**config.mk**
```make
export PLATFORM = sky130hd
export DESIGN_NAME = serial_deserializer
export DESIGN_NICKNAME = d
export VERILOG_FILES = /design/src/rtl/usr_pkg.sv /design/src/rtl/shift_bit_counter.sv /design/src/rtl/serial_deserializer.sv
export SDC_FILE = /design/constraint.sdc
export NUM_CORES = 1
export LEC_CHECK = 0
export ABC_CLOCK_PERIOD_IN_PS = 3900
export CORE_MARGIN = 2
export CORE_UTILIZATION = 50
export CTS_BUF_LIST = sky130_fd_sc_hd__clkbuf_16
export DETAILED_ROUTE_END_ITERATION = 8
export DONT_BUFFER_PORTS = 1
export GPL_TIMING_DRIVEN = 0
export PLACE_DENSITY = 0.72
export SYNTH_ARGS = -nofsm -noshare
export SYNTH_HDL_FRONTEND = slang
export SYNTH_SLANG_ARGS = --single-unit
```
**constraint.sdc**
```tcl
create_clock -name clk -period 3.9 [get_ports clk]
set_input_delay 0.78 -clock clk [delete_from_list [all_inputs] [get_ports clk]]
set_output_delay 0.78 -clock clk [all_outputs]
set_load 0.005 [all_outputs]
```
**src/rtl/usr_pkg.sv**
```systemverilog
// Shared definitions for the serial deserializer: FSM state encoding and
// default sizing constants.
package usr_pkg;

    localparam int USR_DEFAULT_WIDTH = 4;
    localparam int USR_OVERRUN_LIMIT = 16;

    typedef enum logic {
        IDLE  = 1'b0,
        SHIFT = 1'b1
    } usr_state_e;

endpackage

```
**src/rtl/shift_bit_counter.sv**
```systemverilog
// Counts accepted serial bits within the current word and flags the last
// bit position so the deserializer knows when a word completes.
module shift_bit_counter #(
    parameter  int WIDTH = 4,
    localparam int CW    = $clog2(WIDTH)
) (
    input  logic          clk,
    input  logic          reset,
    input  logic          inc,
    input  logic          clr,
    output logic [CW-1:0] count,
    output logic          tc
);

    assign tc = (count == CW'(WIDTH - 1));

    // Wraps to zero on the last bit so the count never reaches WIDTH.
    always_ff @(posedge clk) begin
        if (reset) begin
            count <= '0;
        end else if (clr) begin
            count <= '0;
        end else if (inc) begin
            if (tc) begin
                count <= '0;
            end else begin
                count <= count + CW'(1);
            end
        end
    end

endmodule

```
**src/rtl/serial_deserializer.sv**
```systemverilog
// Collects serial bits into WIDTH-bit words with a ready/valid output stage,
// flush support and a sticky overrun flag for long input stalls.
module serial_deserializer
    import usr_pkg::*;
#(
    parameter  int WIDTH     = USR_DEFAULT_WIDTH,
    parameter  int MSB_FIRST = 1,
    localparam int CW        = $clog2(WIDTH)
) (
    input  logic             clk,
    input  logic             reset,
    input  logic             flush,
    input  logic             s_valid,
    input  logic             s_bit,
    output logic             s_ready,
    output logic             m_valid,
    output logic [WIDTH-1:0] m_data,
    input  logic             m_ready,
    output logic [CW-1:0]    bit_count,
    output logic             overrun
);

    localparam int SCW = $clog2(USR_OVERRUN_LIMIT);

    usr_state_e       state;
    logic [WIDTH-1:0] shift_reg;
    logic [WIDTH-1:0] shift_next;
    logic             tc;
    logic             last_bit;
    logic             accept;
    logic             complete;
    logic             stall;
    logic [SCW-1:0]   stall_count;

    shift_bit_counter #(
        .WIDTH (WIDTH)
    ) u_counter (
        .clk   (clk),
        .reset (reset),
        .inc   (accept),
        .clr   (flush),
        .count (bit_count),
        .tc    (tc)
    );

    // The final bit of a word may only enter if the output register can take it.
    assign last_bit = (state == SHIFT) && tc;
    assign s_ready  = !(last_bit && m_valid && !m_ready);
    assign accept   = s_valid && s_ready && !flush;
    assign complete = accept && last_bit;
    assign stall    = s_valid && !s_ready;

    always_comb begin
        shift_next = shift_reg;
        if (MSB_FIRST != 0) begin
            shift_next = {shift_reg[WIDTH-2:0], s_bit};
        end else begin
            shift_next = {s_bit, shift_reg[WIDTH-1:1]};
        end
    end

    always_ff @(posedge clk) begin
        if (reset) begin
            state     <= IDLE;
            shift_reg <= '0;
            m_data    <= '0;
            m_valid   <= 1'b0;
        end else begin
            if (complete) begin
                m_data  <= shift_next;
                m_valid <= 1'b1;
            end else if (m_ready) begin
                m_valid <= 1'b0;
            end

            // Flush only touches the partial word; the output stage is left alone.
            if (flush) begin
                shift_reg <= '0;
                state     <= IDLE;
            end else if (accept) begin
                if (complete) begin
                    shift_reg <= '0;
                    state     <= IDLE;
                end else begin
                    shift_reg <= shift_next;
                    state     <= SHIFT;
                end
            end
        end
    end

    always_ff @(posedge clk) begin
        if (reset) begin
            stall_count <= '0;
            overrun     <= 1'b0;
        end else if (stall) begin
            if (stall_count == SCW'(USR_OVERRUN_LIMIT - 1)) begin
                overrun <= 1'b1;
            end else begin
                stall_count <= stall_count + SCW'(1);
            end
        end else begin
            stall_count <= '0;
        end
    end

endmodule
```
**Word-level counts from Yosys, hierarchy flattened**

Index checks and enable logic that the tools add are counted.

- Register bits: 16
- Latch bits: 0
- Bits in writable memories: 0
- ROM bits: 0
- Bits of input ports: 6
- Output and inout port bits: 9
- Memories: 0

- Add/sub/neg operators: 2
- Multiply operators: 0
- Divide/modulo/power cells: 0
- $lt $le $gt $ge: 0
- Eq/ne operators: 2
- Shift operators: 0
- Mux-type cells: 5
- Bitwise logic cells: 1
- Reductions and logical operators: 14

Operator list:

| operator | count |
|---|---|
| $logic_and A1 B1 Y1 | 7 |
| $add A4 B1 Y4 const B | 1 |
| $eq A4 B4 Y1 const B | 1 |
| $reduce_or A2 Y1 | 2 |
| $logic_not A1 Y1 | 3 |
| $mux W1 | 3 |
| $mux W3 | 1 |
| $add A2 B1 Y2 const B | 1 |
| $eq A2 B2 Y1 const B | 1 |
| $mux W2 | 1 |
| $reduce_and A2 Y1 | 1 |
| $reduce_bool A2 Y1 | 1 |
| $not A1 Y1 | 1 |

**Longest topological paths before layout**

Gate-level depths: netlist (run 1).

- Depth in word-level cells: 9
- Gate-level depth with buffers: 5
- Gate-level depth less buffers: 4

**Cells and area by module**

A second synthesis (run 1) with hierarchy kept.

- Cell total of the unflattened synthesis: 67
- Area total of the unflattened synthesis: 693.2 sq um

By module, submodules not included:

| module | instances | cells each | area an instance (sq um) |
|---|---|---|---|
| serial_deserializer | 1 | 59 | 598.1 |
| shift_bit_counter | 1 | 8 | 95.1 |

**Least setup slack after synthesis (run 1)**

No wires, ideal clock.

- Path kind: input-to-output
- From: input m_ready
- To: output s_ready
- Arrival time: 0.998 ns
- Data required time: 3.120 ns
- Slack: 2.122 ns
- Stages: 1
- Cell sequence: nand4b_2

- Cells in the longest elaborated chain, start to end: 3

Ends and longest elaborated chain:

| element | line | RTL |
|---|---|---|
| start, declared | serial_deserializer.sv:18 | `input logic m_ready,` |
| $logic_not A1 Y1 | serial_deserializer.sv:48 | `assign s_ready = !(last_bit && m_valid && !m_ready);` |
| $logic_and A1 B1 Y1 | serial_deserializer.sv:48 |  |
| $logic_not A1 Y1 | serial_deserializer.sv:48 |  |
| end, declared | serial_deserializer.sv:15 | `output logic s_ready,` |

No other way between the ends.

**Worst setup path in the final report (run 1)**

- From: register u_counter.count[0]
- To: output s_ready

- Cells in the longest elaborated chain, start to end: 5

Ends and longest elaborated chain:

| element | line | RTL |
|---|---|---|
| start, declared | shift_bit_counter.sv:11 | `output logic [CW-1:0] count,` |
| start signal, assigned | shift_bit_counter.sv:27 | `count <= count + CW'(1);` |
| $eq A2 B2 Y1 | shift_bit_counter.sv:15 | `assign tc = (count == CW'(WIDTH - 1));` |
| $logic_and A1 B1 Y1 | serial_deserializer.sv:47 | `assign last_bit = (state == SHIFT) && tc;` |
| $logic_and A1 B1 Y1 (2 in series) | serial_deserializer.sv:48 |  |
| $logic_not A1 Y1 | serial_deserializer.sv:48 |  |

No other way between the ends.

==> flow_summary_export.csv, run 1 <==
group,metric,value,unit
worst_hold_path,hold_path.class,"flop to flop",
clock_tree,clk_latency,250,ps
clock_tree,cts.repair.resized,0,
routing,drt_iter0_markers,7,
floorplan,start_util,52.4,%
grt,grt_pass1_vias,350,
logic_synthesis,synth.distinct_cells,24,
setup_path,crit_buf_inv,0,
timing,slew_violations,0,
timing,hold_viol_final,0,
timing,finalCriticalPeriod,1880,ps
worst_hold_path,min_from,"shift_reg[2]",
timing,maxSlewHeadroom,69.9,%
power_and_ir_drop,p_leak,0.296,nW
power_and_ir_drop,switching_share,18.6,%
power_and_ir_drop,pwr_density_cell,487,mW/mm2
setup_path,critPathCaptureType,"output port",
timing,tightestPinTransition,450,ps
setup_path,worstSetupStartpointType,"flop",
floorplan,coreArea,0.00128,mm2
clock_tree,max-clock-path-buffers,2,
clock_tree,cts_buffers,3,
setup_path,crit_chain,"ha_1 > nand4b_2",
finish,fill_cells,114,
clock_tree,hold_buffers,0,
routing,vias_per_cell,5.64,
setup_path,required,3120,ps
finish,area_growth,14.5,%
power_and_ir_drop,p_int,0.306,mW
routing,wl,1.16,mm
floorplan,io_pins,15,
placed_design,place_area,692,um2
power_and_ir_drop,power_frac_comb,2.3,%
setup_path,cp_slowest_stage_delay,380,ps
routing,dr.pass1.iters,4,
routing,drc_errors,0,
power_and_ir_drop,seqPwrFrac,44.5,%
routing,ant_nets,0,
clock_tree,cts_tree,"built",
setup_path,r2r-start,"u_counter.count[0]",
setup_path,cp_max_fo,4,
logic_synthesis,yosysSeqAreaShare,47.6,%
finish,drive_gt1_share,8.33,%
timing,setup_violations,0,
finish,antenna_cells,0,
grt,grt_pass1_wl,1.50,mm
setup_path,cp.arrival,1100,ps
logic_synthesis,netlist_instances,68,
clock_tree,postCtsSetupBuffers,0,
power_and_ir_drop,power_frac_clock,53.2,%
finish,final_nets,81,
setup_path,cp-startpoint,"u_counter.count[0]",
outcome,status,"completed",
clock_tree,clock_sinks,16,
power_and_ir_drop,power_switching,0.0697,mW
logic_synthesis,synth_seq_cells,16,
logic_synthesis,post_synth.cell_area_avg,9.90,um2
finish,stdcell_area,771,um2
grt,grt_max_degree,11,
placed_design,io_buffers,0,
clock_tree,htreeDepth,1,
grt,grtUsageTotal,15.1,%
floorplan,rows,13,
placed_design,gp_congestion,0.703,
setup_path,crit_family,"flip-flops",
grt,overflow,0,
logic_synthesis,yosys_warnings,0,
job,max_cap_violations,0,
clock_tree,path_clk_slew,50,ps
routing,drt-wirelength-per-cell,13.3,um
logic_synthesis,synth.cell_area,673,um2
timing,finalClockSkew,3.01,ps
floorplan,fp.dieW,40.7,um
floorplan,die-area,0.00166,mm2
routing,num_vias,491,
placed_design,dp_hpwl,815,um
floorplan,chipHeight,40.7,um
timing,fmax,533,MHz
grt,antenna_found_initial,0,
timing,tns,0,ps
clock_tree,clockRootBuffer,"clkbuf_16",
timing,period_share,48.1,%
power_and_ir_drop,ir_drop,0.272,mV
logic_synthesis,syn_nets,76,
timing,rsz0062_at_grt,"false",
setup_path,slowest_stage,"dfxtp_1",
setup_path,critPathKind,"flop to output port",
-- area by class of cell --
| type | instances | area (um2) | share of cell area [%] |
|---|---|---|---|
| clock buffers | 3 | 75.1 | 9.74 |
| flip-flops and latches | 16 | 320 | 41.6 |
| clock inverters | 1 | 3.75 | 0.487 |
| plain buffers | 2 | 8.76 | 1.14 |
| multi-input cells | 49 | 340 | 44.2 |
| inverters | 1 | 3.75 | 0.487 |
| well taps | 15 | 18.8 | 2.44 |
-- synthesized netlist by cell type, drive strengths merged --
cell | count | area share, %
nor2 | 6 | 3.3
nor3 | 2 | 1.5
nand3b | 1 | 1.1
inv | 1 | 0.56
mux2i | 6 | 8.9
nand2b | 9 | 8.4
xnor2 | 1 | 1.3
or3b | 1 | 1.7
nand4b | 2 | 3.5
o21ai | 2 | 1.5
a21oi | 1 | 0.74
dfxtp | 16 | 48
clkbuf | 1 | 0.56
and3 | 1 | 0.93
nor3b | 1 | 1.1
nand2 | 4 | 2.2
a32o | 3 | 4.5
nor2b | 2 | 1.9
a31oi | 2 | 1.9
nand3 | 2 | 1.5
o22ai | 1 | 0.93
buf | 1 | 0.74
ha | 2 | 3.7
-- through the flow --
step	utilization, %	std cells	hold slack, ps	total power [mW]	setup slack (ps)
final	60.0	87	478	0.376	2020
after global routing	60.0	87	491	0.388	1970
after CTS	60.0	87	482	0.380	2010
after detailed placement	53.8	83	475	0.179	2100
after global placement	53.8	83	469	0.179	2100
after floorplan	-	68	452	0.177	2120
-- worst reg2reg max path, cell delays in order (launching register included) --
cell	delay, ps
dfxtp_1	380
ha_1	270
nand4b_2	200
or3b_4	450
nor3_1	200
-- per-layer routing --
layer  global-route usage (%)  part of all wire [%]  wire length [um]
met1                     17.4                    44               513
met2                     22.2                    49               566
met4                     12.5                   3.1                36
met5                        0                     0                 0
met3                     5.43                   3.4                39
-- cell families (layout without fill, tap and decap cells) --
logic type | after synthesis | after routing | synth area share [%]
and+or+nand+nor | 31 | 31 | 27.1
DFF | 16 | 16 | 47.6
AOI/OAI and AO/OA | 9 | 9 | 9.48
muxes | 6 | 6 | 8.92
buffers and inverters | 3 | 7 | 1.86
adders and majority gates | 2 | 2 | 3.72
xor gates and xnor gates | 1 | 1 | 1.30
-- path summary, 6_finish.rpt --
kind                    endpoint  slack, ps  depth (start not counted)
setup / recovery         s_ready       2020                          2
hold / removal         m_data[3]        480                          2
setup reg to reg  stall_count[3]       2320                          4
hold reg to reg        m_data[3]        480                          2
-- cells in the final DEF, fill, tap and decap left out --
cell       count
dfxtp_1       16
nand2b_1       9
nor2_1         6
mux2i_1        6
nand2_1        4
a32o_1         3
clkbuf_16      3
nor2b_1        2
o21ai_0        2
nand3_1        2
a31oi_1        2
nor3_1         2
ha_1           2
nand4b_2       1
nand4b_1       1
buf_2          1
nand3b_1       1
and3_1         1
inv_1          1
clkbuf_1       1
or3b_4         1
o22ai_1        1
nor3b_1        1
xnor2_1        1
a21oi_1        1
clkinv_1       1
-- power groups by stage --
stage | registers, mW | logic (mW) | clock network (mW)
floorplan | 0.170 | 0.00735 | 0
global route | 0.167 | 0.00987 | 0.211
CTS | 0.167 | 0.00882 | 0.205
global placement | 0.170 | 0.00861 | 0
finish | 0.167 | 0.00868 | 0.200
detailed placement | 0.170 | 0.00876 | 0
Power figures use the tool's default switching activity.
==> inputs of run 2 (changes only) <==
--- a/config.mk
+++ b/config.mk
@@ -5,14 +5,14 @@
 export SDC_FILE = /design/constraint.sdc
 export NUM_CORES = 1
 export LEC_CHECK = 0
-export ABC_CLOCK_PERIOD_IN_PS = 3900
+export ABC_CLOCK_PERIOD_IN_PS = 1700
 export CORE_MARGIN = 2
 export CORE_UTILIZATION = 50
 export CTS_BUF_LIST = sky130_fd_sc_hd__clkbuf_16
 export DETAILED_ROUTE_END_ITERATION = 8
 export DONT_BUFFER_PORTS = 1
 export GPL_TIMING_DRIVEN = 0
-export PLACE_DENSITY = 0.72
+export PLACE_DENSITY = 0.75
 export SYNTH_ARGS = -nofsm -noshare
 export SYNTH_HDL_FRONTEND = slang
 export SYNTH_SLANG_ARGS = --single-unit
==> constraint.sdc (replaced) <==
create_clock -name clk -period 1.7 [get_ports clk]
set_input_delay 0.34 -clock clk [delete_from_list [all_inputs] [get_ports clk]]
set_output_delay 0.34 -clock clk [all_outputs]
set_load 0.005 [all_outputs]
==> run 2 against run 1 <==
  * Global-route usage grew 1.6 points
  * Hold slack lost 270 ps
  * Sequential power grew 130%
  * Worst setup slack lost 1800 ps
  * Sequential share of layout area grew 0.068 points
  * Die area is the same
  * Clock-buffer cell count is the same
  * Sequential cell count is the same
  * Cell count shrank 1.1%
  * Utilization shrank 0.097 points
  * Via count shrank 0.81%
==> flow_summary_export.csv, run 2 (synthesized netlist as in run 1, its figures left out) <==
group,metric,value,unit
setup_path,worstSetupStartpointType,"flop",
timing,rsz0062_at_grt,"false",
grt,overflow,0,
finish,drive_gt1_share,9.86,%
floorplan,rows,13,
placed_design,io_buffers,0,
timing,tns,0,ps
placed_design,dp_hpwl,823,um
grt,antenna_found_initial,0,
placed_design,gp_congestion,0.715,
floorplan,chipHeight,40.7,um
grt,grt_pass1_wl,1.77,mm
power_and_ir_drop,pwr_density_cell,1090,mW/mm2
finish,antenna_cells,0,
floorplan,fp.dieW,40.7,um
job,max_cap_violations,0,
floorplan,coreArea,0.00128,mm2
outcome,status,"completed",
routing,drc_errors,0,
setup_path,cp-startpoint,"u_counter.count[0]",
clock_tree,clk_latency,240,ps
timing,period_share,88.7,%
setup_path,worstReg2RegEnd,"stall_count[2]",
power_and_ir_drop,ir_drop,0.640,mV
setup_path,r2r_slack,190,ps
grt,grtUsageTotal,16.8,%
clock_tree,cts_tree,"built",
timing,fmax,664,MHz
setup_path,critPathCaptureType,"flop",
finish,regArea,320,um2
routing,dr.pass1.iters,4,
clock_tree,max-clock-path-buffers,2,
timing,hold_viol_final,0,
timing,slew_violations,0,
timing,maxSlewHeadroom,68.5,%
setup_path,r2r-start,"u_counter.count[0]",
clock_tree,clockRootBuffer,"clkbuf_16",
floorplan,io_pins,15,
finish,final_common_cell,"dfxtp_1",
timing,setup_violations,0,
power_and_ir_drop,p_leak,0.292,nW
setup_path,cp_max_fo,5,
finish,multi_input_area,343,um2
clock_tree,cts_buffers,3,
routing,vias_per_cell,5.66,
timing,tightestPinTransition,471,ps
setup_path,required,1860,ps
finish,area_growth,14.3,%
power_and_ir_drop,finalPower,0.841,mW
routing,drt-wirelength-per-cell,13.0,um
finish,final_nets,81,
timing,finalCriticalPeriod,1510,ps
routing,drt_iter0_markers,12,
timing,finalClockSkew,0.958,ps
worst_hold_path,hold_path.class,"input pin to flop",
grt,grt_pass1_vias,429,
setup_path,crit_path_end,"stall_count[2]",
setup_path,critPathKind,"flop to flop",
clock_tree,path_clk_slew,50,ps
setup_path,reg2regPathDepth,4,
floorplan,start_util,52.4,%
routing,wl,1.12,mm
clock_tree,htreeDepth,1,
finish,layout_common_cells,"16 x dfxtp_1, 9 x nand2b_1, 6 x nor2_1, 6 x mux2i_1, 4 x nand2_1",
finish,fill_cells,112,
routing,ant_nets,0,
routing,num_vias,487,
setup_path,cp.arrival,1670,ps
clock_tree,clock_sinks,16,
floorplan,die-area,0.00166,mm2
grt,grt_max_degree,11,
## run 2: cell types whose count changed in the layout (fill, tap and decap cells not counted)
| cell | change |
|---|---|
| clkinv_1 | -1 |
| ha_1 | -1 |
| ha_2 | +1 |
## run 2: final cells by class
class | count | area share [%]
plain buffers | 2 | 1.14
clock buffers | 3 | 9.76
inverters | 1 | 0.488
multi-input cells | 49 | 44.6
flip-flops and latches | 16 | 41.6
well taps | 15 | 2.44
## run 2: repair_timing
action / CTS / global route
setup endpoints to repair: 0 / 1
hold buffers: 0 / 0
buffers inserted: 0 / 0
resized for setup: 0 / 1
## run 2: how the worst min path moves through the flow
stage	startpoint	to	slack (ps)	cells after the start
3_5_place_dp	s_valid	u_counter.count[0]	450	1
4_1_cts	s_valid	u_counter.count[0]	210	1
3_3_place_gp	s_valid	u_counter.count[0]	460	1
2_1_floorplan	s_valid	u_counter.count[0]	450	1
5_1_grt	s_valid	u_counter.count[0]	210	1
6_report	s_valid	u_counter.count[0]	210	1
## run 2: worst max-delay path, stage by stage (launching register included)
cell,delay [ps]
dfxtp_1,380
ha_2,240
nand4b_2,170
or3b_4,450
nor3_1,180
## run 2: metal layers
layer  wire length (um)  vias up  GRT usage, %
li1                   -      248             -
met1                498      225          19.9
met2                534       14          25.4
met3                 82        0          6.52
met4                  0        0          10.0
met5                  0        -             0
## run 2: power breakdown
part,switching (mW),total [mW],internal [mW]
Sequential,0.00384,0.384,0.380
Combinational,0.00966,0.0199,0.0103
Clock,0.129,0.437,0.307
## run 2: stage by stage
step	util, %	worst slack (ps)	cell area [um2]	hold slack (ps)	std cells
after global placement	53.8	201	692	458	83
after CTS	59.7	160	767	206	86
after global routing	59.9	37.5	769	209	86
after detailed placement	53.8	174	692	453	83
final	59.9	193	769	206	86
after floorplan	-	318	673	448	68
==> inputs of run 3 (changes only) <==
--- a/config.mk
+++ b/config.mk
@@ -11,7 +11,6 @@
 export CTS_BUF_LIST = sky130_fd_sc_hd__clkbuf_16
 export DETAILED_ROUTE_END_ITERATION = 8
 export DONT_BUFFER_PORTS = 1
-export GPL_TIMING_DRIVEN = 0
 export PLACE_DENSITY = 0.75
 export SYNTH_ARGS = -nofsm -noshare
 export SYNTH_HDL_FRONTEND = slang
==> run 3 against run 2 <==
  * Hold slack worse by 42 ps
  * Clock power grew 2%
  * Sequential power about the same
  * Power up 0.65%
  * Largest power group unchanged
  * Utilization stayed put
  * Global-route usage increased by 0.44 points
  * Design area is the same
  * Critical path depth stayed put
  * Via count up 1.0%
  * Cell count did not move
  * Largest cell class unchanged
  * Die area is the same
==> flow_summary_export.csv, run 3 (synthesized netlist as in run 1, its figures left out) <==
group,metric,value,unit
placed_design,gp_congestion,0.626,
power_and_ir_drop,seqPwrFrac,45.3,%
setup_path,crit_chain,"ha_1 > nand4b_2 > or3b_4 > nor3_1",
timing,slew_violations,0,
routing,dr.pass1.iters,4,
routing,drt-wirelength-per-cell,13.6,um
setup_path,critPathCaptureType,"flop",
power_and_ir_drop,p_int,0.701,mW
clock_tree,path_clk_slew,50,ps
setup_path,cp.arrival,1730,ps
timing,finalCriticalPeriod,1570,ps
power_and_ir_drop,pwr_density_cell,1100,mW/mm2
routing,drt_iter0_markers,12,
placed_design,place_area,691,um2
clock_tree,clk_latency,240,ps
setup_path,reg2regPathDepth,4,
clock_tree,clock_sinks,16,
setup_path,crit_family,"simple AND/OR/NAND/NOR gates",
floorplan,chipHeight,40.7,um
setup_path,critPathKind,"flop to flop",
grt,grtUsageTotal,17.2,%
job,max_cap_violations,0,
setup_path,slowest_stage,"or3b_4",
setup_path,cp_slowest_stage_delay,450,ps
setup_path,cp_max_fo,5,
setup_path,worstSetupStartpointType,"flop",
routing,wl,1.17,mm
timing,tightestPinTransition,448,ps
clock_tree,clockRootBuffer,"clkbuf_16",
floorplan,rows,13,
finish,final_nets,80,
grt,grt_pass1_wl,1.79,mm
clock_tree,cts_buffers,3,
timing,tns,0,ps
routing,ant_nets,0,
finish,layout_common_cells,"16 x dfxtp_1, 9 x nand2b_1, 6 x nor2_1, 6 x mux2i_1, 4 x nand2_1",
power_and_ir_drop,power_frac_comb,2.0,%
finish,drive_gt1_share,8.45,%
finish,stdcell_area,769,um2
clock_tree,max-clock-path-buffers,2,
power_and_ir_drop,switching_share,17.2,%
timing,finalClockSkew,2.72,ps
finish,area_growth,14.3,%
worst_hold_path,whs_path_depth,1,
grt,grt_pass1_vias,417,
setup_path,r2r_slack,130,ps
grt,grt_max_degree,13,
timing,maxSlewHeadroom,70.0,%
placed_design,place_inst,82,
finish,final_common_cell,"dfxtp_1",
power_and_ir_drop,p_leak,0.295,nW
floorplan,io_pins,15,
routing,drc_errors,0,
timing,fmax,637,MHz
timing,hold_slack,164,ps
floorplan,coreArea,0.00128,mm2
timing,setup_violations,0,
placed_design,dp_hpwl,868,um
clock_tree,cts_tree,"built",
power_and_ir_drop,ir_drop,0.738,mV
floorplan,start_util,52.4,%
worst_hold_path,hold_path.class,"input pin to flop",
grt,antenna_found_initial,0,
finish,antenna_cells,0,
timing,hold_viol_final,0,
power_and_ir_drop,power_frac_clock,52.6,%
clock_tree,htreeDepth,1,
placed_design,io_buffers,0,
routing,num_vias,492,
setup_path,crit_buf_inv,0,
routing,vias_per_cell,5.72,
grt,overflow,0,
floorplan,fp.dieW,40.7,um
timing,rsz0062_at_grt,"false",
clock_tree,cts.repair.resized,0,
timing,period_share,92.3,%
floorplan,die-area,0.00166,mm2
power_and_ir_drop,power_switching,0.145,mW
setup_path,path_depth,4,
clock_tree,postCtsSetupBuffers,0,
finish,final_cells,86,
clock_tree,hold_buffers,0,
outcome,status,"completed",
setup_path,required,1860,ps
## run 3: changes by cell type in the layout (fill, tap and decap cells not counted), sizes merged
| cell | change |
|---|---|
| clkinv | +1 |
| clkbuf | -1 |
## run 3: path summary, 6_finish.rpt
check | startpoint | end
min reg2reg | shift_reg[2] | m_data[3]
max reg2reg | u_counter.count[0] | stall_count[3]
min | reset | m_valid
max | u_counter.count[0] | stall_count[3]
## run 3: final cells by class
| cell class | count | area, um2 |
|---|---|---|
| fill | 114 | 515 |
| timing repair buffer | 1 | 7.51 |
| sequential | 16 | 320 |
| clock buffer | 3 | 75.1 |
| inverter | 1 | 3.75 |
| multi-input combinational | 49 | 340 |
| clock inverter | 1 | 3.75 |
| tap | 15 | 18.8 |
## run 3: worst register-to-register path: stages (launching register included)
cell      delay [ps]
dfxtp_1          390
ha_1             260
nand4b_2         200
or3b_4           450
nor3_1           190
## run 3: power by group through the flow
stage / logic, mW / clock network, mW / registers, mW
after floorplan: 0.0169 / 0 / 0.390
after global placement: 0.0167 / 0 / 0.391
after detailed placement: 0.0171 / 0 / 0.391
after CTS: 0.0171 / 0.463 / 0.383
after global routing: 0.0186 / 0.475 / 0.383
final: 0.0170 / 0.445 / 0.384
## run 3: stage by stage
stage,util (%),power (mW),setup slack (ps)
finish,59.9,0.846,131
global route,59.9,0.877,42.6
CTS,59.9,0.863,141
detailed placement,53.7,0.408,146
global placement,53.7,0.407,235
floorplan,-,0.407,318
## run 3: routing by layer
layer	up-vias	share of wire [%]	GRT usage, %
met5	-	0	0
met4	0	0	5.00
met3	0	8.0	12.5
met2	13	49	26.2
met1	233	43	18.9
li1	246	-	-
